==> config.mk <==
export PLATFORM = sky130hd
export DESIGN_NAME = adc_sample_averager
export DESIGN_NICKNAME = d
export VERILOG_FILES = /design/src/rtl/adc_sample_averager.sv
export SDC_FILE = /design/constraint.sdc
export NUM_CORES = 1
export LEC_CHECK = 0
export CORE_AREA = 4 4 71 105
export CTS_BUF_LIST = sky130_fd_sc_hd__clkbuf_8
export CTS_CLUSTER_DIAMETER = 30
export CTS_CLUSTER_SIZE = 16
export DETAILED_ROUTE_END_ITERATION = 10
export DIE_AREA = 0 0 75 109
export GPL_TIMING_DRIVEN = 0
export PLACE_DENSITY = 0.8
export SLEW_MARGIN = 20
export SYNTH_ARGS = -nofsm -noshare
export SYNTH_HDL_FRONTEND = slang
export SYNTH_SLANG_ARGS = --single-unit
==> constraint.sdc <==
create_clock -name clk_clk -period 6.59 [get_ports clk_clk]
set_input_delay 1.318 -clock clk_clk [delete_from_list [all_inputs] [get_ports clk_clk]]
set_output_delay 1.318 -clock clk_clk [all_outputs]
set_load 0.1 [all_outputs]
==> src/rtl/adc_sample_averager.sv <==
// Per-channel decimating averager: sums 2^AVG_LOG2 samples per channel, emits the truncated mean one cycle
// after the completing sample through a single-entry valid/ready register; results arriving while it is stalled are dropped and flagged.
module adc_sample_averager #(
    parameter int NUM_CH   = 2,
    parameter int AVG_LOG2 = 4
) (
    input  logic        clk_clk,
    input  logic        reset_reset_n,
    input  logic        in_valid,
    input  logic [4:0]  in_channel,
    input  logic [11:0] in_data,
    output logic        out_valid,
    input  logic        out_ready,
    output logic [4:0]  out_channel,
    output logic [11:0] out_data,
    output logic        overrun,
    input  logic        overrun_clr
);

    localparam int ACC_W = 12 + AVG_LOG2;

    typedef enum logic {
        EMPTY = 1'b0,
        FULL  = 1'b1
    } state_t;

    state_t                 state_q, state_d;
    logic [ACC_W-1:0]       acc_q [NUM_CH];
    logic [ACC_W-1:0]       acc_d [NUM_CH];
    logic [AVG_LOG2-1:0]    cnt_q [NUM_CH];
    logic [AVG_LOG2-1:0]    cnt_d [NUM_CH];
    logic [4:0]             out_channel_q, out_channel_d;
    logic [11:0]            out_data_q, out_data_d;
    logic                   overrun_q, overrun_d;

    logic [ACC_W-1:0]       sum;
    logic                   res_vld;
    logic [11:0]            res_dat;
    logic                   load_en;
    logic                   drop;

    // Channel ids outside 0..NUM_CH-1 never match any loop index, so they leave all state untouched.
    always_comb begin
        acc_d   = acc_q;
        cnt_d   = cnt_q;
        sum     = '0;
        res_vld = 1'b0;
        res_dat = '0;
        for (int i = 0; i < NUM_CH; i++) begin
            if (in_valid && (in_channel == 5'(i))) begin
                sum = acc_q[i] + ACC_W'(in_data);
                if (cnt_q[i] == '1) begin
                    res_vld  = 1'b1;
                    res_dat  = sum[ACC_W-1:AVG_LOG2];
                    acc_d[i] = '0;
                    cnt_d[i] = '0;
                end else begin
                    acc_d[i] = sum;
                    cnt_d[i] = cnt_q[i] + AVG_LOG2'(1);
                end
            end
        end
    end

    always_comb begin
        load_en       = res_vld && ((state_q == EMPTY) || out_ready);
        drop          = res_vld && (state_q == FULL) && !out_ready;
        out_channel_d = load_en ? in_channel : out_channel_q;
        out_data_d    = load_en ? res_dat : out_data_q;
        // A drop in the same cycle as a clear leaves the flag set.
        overrun_d     = drop ? 1'b1 : (overrun_clr ? 1'b0 : overrun_q);
        state_d       = state_q;
        case (state_q)
            EMPTY:   if (res_vld) state_d = FULL;
            FULL:    if (out_ready && !res_vld) state_d = EMPTY;
            default: state_d = EMPTY;
        endcase
    end

    always_ff @(posedge clk_clk) begin
        if (!reset_reset_n) begin
            state_q       <= EMPTY;
            out_channel_q <= '0;
            out_data_q    <= '0;
            overrun_q     <= 1'b0;
            for (int i = 0; i < NUM_CH; i++) begin
                acc_q[i] <= '0;
                cnt_q[i] <= '0;
            end
        end else begin
            state_q       <= state_d;
            out_channel_q <= out_channel_d;
            out_data_q    <= out_data_d;
            overrun_q     <= overrun_d;
            acc_q         <= acc_d;
            cnt_q         <= cnt_d;
        end
    end

    always_comb begin
        out_valid   = (state_q == FULL);
        out_channel = out_channel_q;
        out_data    = out_data_q;
        overrun     = overrun_q;
    end

endmodule

==> results.md <==
* Core area at around 6500 µm²
* Worst relative slew slack at 0.345
* Synth area leaders: dfxtp_1 32%, ha_1 8.8%, a21oi_1 6.2%, nor2_1 5.5%, nand2_1 4.7%
* EDFF count, synth at 0
* Syn Nets at 516
* Main flop type after synthesis: dfxtp_1
* Avg Inst Size Synth at 7.93 µm²
* Port buffer count at 39
* Top-area cell type share of the netlist area at 0.320
* WP data arrival at 4200 ps
* Layout cells sized above 1 at 0.0461
* Antenna viol nets, final at 0
* Tightest Pin Transition at 979 ps
* Post-CTS Setup Inserts at 0
* Die W at ~75 µm
* Vias in the first global route at 3610
* Routed length per instance at roughly 17 µm
* Pre-antenna DRT Iters at 5
* Final core occ at 0.669
* CTS Hold Bufs at 0
* Die area at a little over 8000 µm²
* Power Dens Cells at 173 nW/µm²
* RSZ-0062 raised after global routing: false
* Diodes inserted at 0
* Die H at 109 µm
* Critical path buffers and inverters at 1
* Worst Setup End Kind: flip-flop
* Area delta synth->final at 18.2%
* Slowest cell on crit path: a41oi_1
* Skew-Pair Late Insertion Delay at roughly 350 ps
* CTS Buffer Depth at 2
* Number of remaining DRC errors at 0
* Number of fill cells at about 580
* Crit Path Class: in2reg
* Post-synthesis cell count at 466
* Minimum clock period at 3930 ps
* Num rows at 36
* Netlist Area Pre-Place at between 3000 and 4000 µm²
* Max-cap violations at 0
* Placer Congestion at between 0.9 and 1
* Setup ws final at 2660 ps
* Area leader, netlist: dfxtp_1
* Clock skew at 10.8 ps
* Flip-flop and latch count after synthesis at roughly 60
* Yosys Warn Count at 0
* Drt via density at 6.26
* CTS Buf Count at 9
* Final Net Count at roughly 570
* First-pass GRT wire length at 16800 µm
* Max-slew violations at 0
* Startpoint types: primary input
* CTS Sinks at 59
* Leak at 0.00170 µW
* Unique masters post-synth at 60
* CTS tree: built
* Via count at 3737
* Most frequent cells in the layout: 59 x dfxtp_1, 54 x nor2_1, 46 x a21oi_1, 46 x nand2_1, 39 x clkdlybuf4s50_1
* VDD IR-drop max at 149 µV
* Pre-CTS setup slack at 2360 ps
* H-tree Lvls at 3
* Final hold viol count at 0
* Crit-path most repeated cell: a211oi_1
* CP Max Fanout at 6
* Grt ovf at 0
* Worst-path clk slew at approximately 70 ps
* Fmax at 255 MHz
* All-layer global routing usage at 0.274
* Starting DRT DRC Count at 220
* Register area share after synthesis at 0.320
* Async S/R FF share, synth at 0
* CP required at 6860 ps
* Total Negative Setup Slacks at 0 ps
* Kind of cell adding the most delay to the critical path: compound AO/OA/AOI/OAI gates
* Largest net degree at the start of global routing at 11
* Worst hold path type: reg2reg
* Top Ports at 41
* Initial Util at 0.566
* DP HPWL at 7730 µm
* Initial antenna violation count at 0
* Status: completed
* Crit-path cells: clkdlybuf4s50_1 > ha_1 > fa_1 > a211oi_1 > o211ai_1 > a41oi_1 > o21a_1 > nor2_1 > xnor2_1 > a211oi_1
* Total Wirelength at 10400 µm
* Final setup fails at 0
* Fin crit share at 0.596
* Critical path's largest stage delay at about 450 ps
* Most common cell after layout, fill and taps aside: dfxtp_1
* Cts repair resizes at 0
* Root Driver: clkbuf_8
==> cells in the mapped netlist, types with 2 or more instances <==
master / n
nand3b_1: 2
nand2_1: 46
nand4b_1: 2
o211ai_1: 5
a311oi_1: 2
o21ai_1: 11
a41oi_1: 2
o31ai_1: 2
a22oi_1: 15
nor4_1: 4
and3_1: 10
or4_1: 6
nand3_1: 25
o221a_1: 2
o2111ai_1: 2
a31oi_1: 4
a41o_1: 2
nor2_1: 54
o22ai_1: 2
ha_1: 26
a21oi_1: 46
xor2_1: 7
nand4_1: 3
o311ai_1: 2
clkbuf_1: 15
nor2b_1: 8
o41ai_1: 2
fa_1: 2
nand2b_1: 5
dfxtp_1: 59
inv_1: 9
a211oi_1: 6
o21ai_0: 12
a21o_1: 6
nor3b_1: 2
xnor2_1: 15
nor3_1: 13
o21a_1: 6
buf_2: 3
==> tightest hold or removal path: cells and delay by family, from the launching register on <==
kind               cells  cell delay (ps)
and+or+nand+nor        1               50
AOI/OAI and AO/OA      1               50
DFF                    1              310
==> per-layer routing <==
layer,part of all wire,GRT usage,up-vias
met5,0,0,-
met4,0.043,0.162,0
met3,0.051,0.0554,35
met2,0.52,0.481,113
met1,0.38,0.293,1775
li1,-,-,1814
==> power by group <==
group	total, µW	switching (µW)	internal [µW]
combinational	72.4	41.4	31.1
clock	322	143	179
sequential	360	1.75	359
total	755	186	568
==> final timing paths <==
kind	from	to	slack (ps)	depth (start not counted)
max	in_data[0]	out_data[10]$_SDFFE_PN0P_	2660	10
min	acc_q[16]$_SDFFE_PN0P_	acc_q[16]$_SDFFE_PN0P_	460	2
max reg2reg	acc_q[16]$_SDFFE_PN0P_	out_data[10]$_SDFFE_PN0P_	3780	9
min reg2reg	acc_q[16]$_SDFFE_PN0P_	acc_q[16]$_SDFFE_PN0P_	460	2
==> stage by stage <==
step                      power, µW  hold slack (ps)  instances  area (µm²)
final                           755              460        597        4370
after global routing            783              478        597        4370
after CTS                       756              462        597        4370
after detailed placement        439              452        581        4180
after global placement          438              443        581        4180
after floorplan                 412              436        466        3690
==> cells by family after synthesis <==
logic type / after synthesis / share of synthesized area
simple gates: 190 / 0.254
compound gates: 137 / 0.240
flops: 59 / 0.320
buf+inv: 28 / 0.0295
fa+ha+maj: 28 / 0.0989
xor+xnor: 22 / 0.0522
mux: 2 / 0.00576
==> state kept, by name (all words and copies together) (netlist names) <==
name,cells
out_channel,5
out_data,12
overrun,1
cnt_q,8
acc_q,32
out_valid,1
==> final cells by class <==
cell class,count,area (µm²),share of cell area
buffer,18,71.3,0.0163
clock buffer,10,138,0.0315
clock inverter,6,50.0,0.0115
inverter,10,37.5,0.00860
multi-input combinational,379,2400,0.550
sequential,59,1180,0.270
tap,76,95.1,0.0218
timing repair buffer,39,390,0.0894
Note: power is estimated with default switching activity, not from simulation.
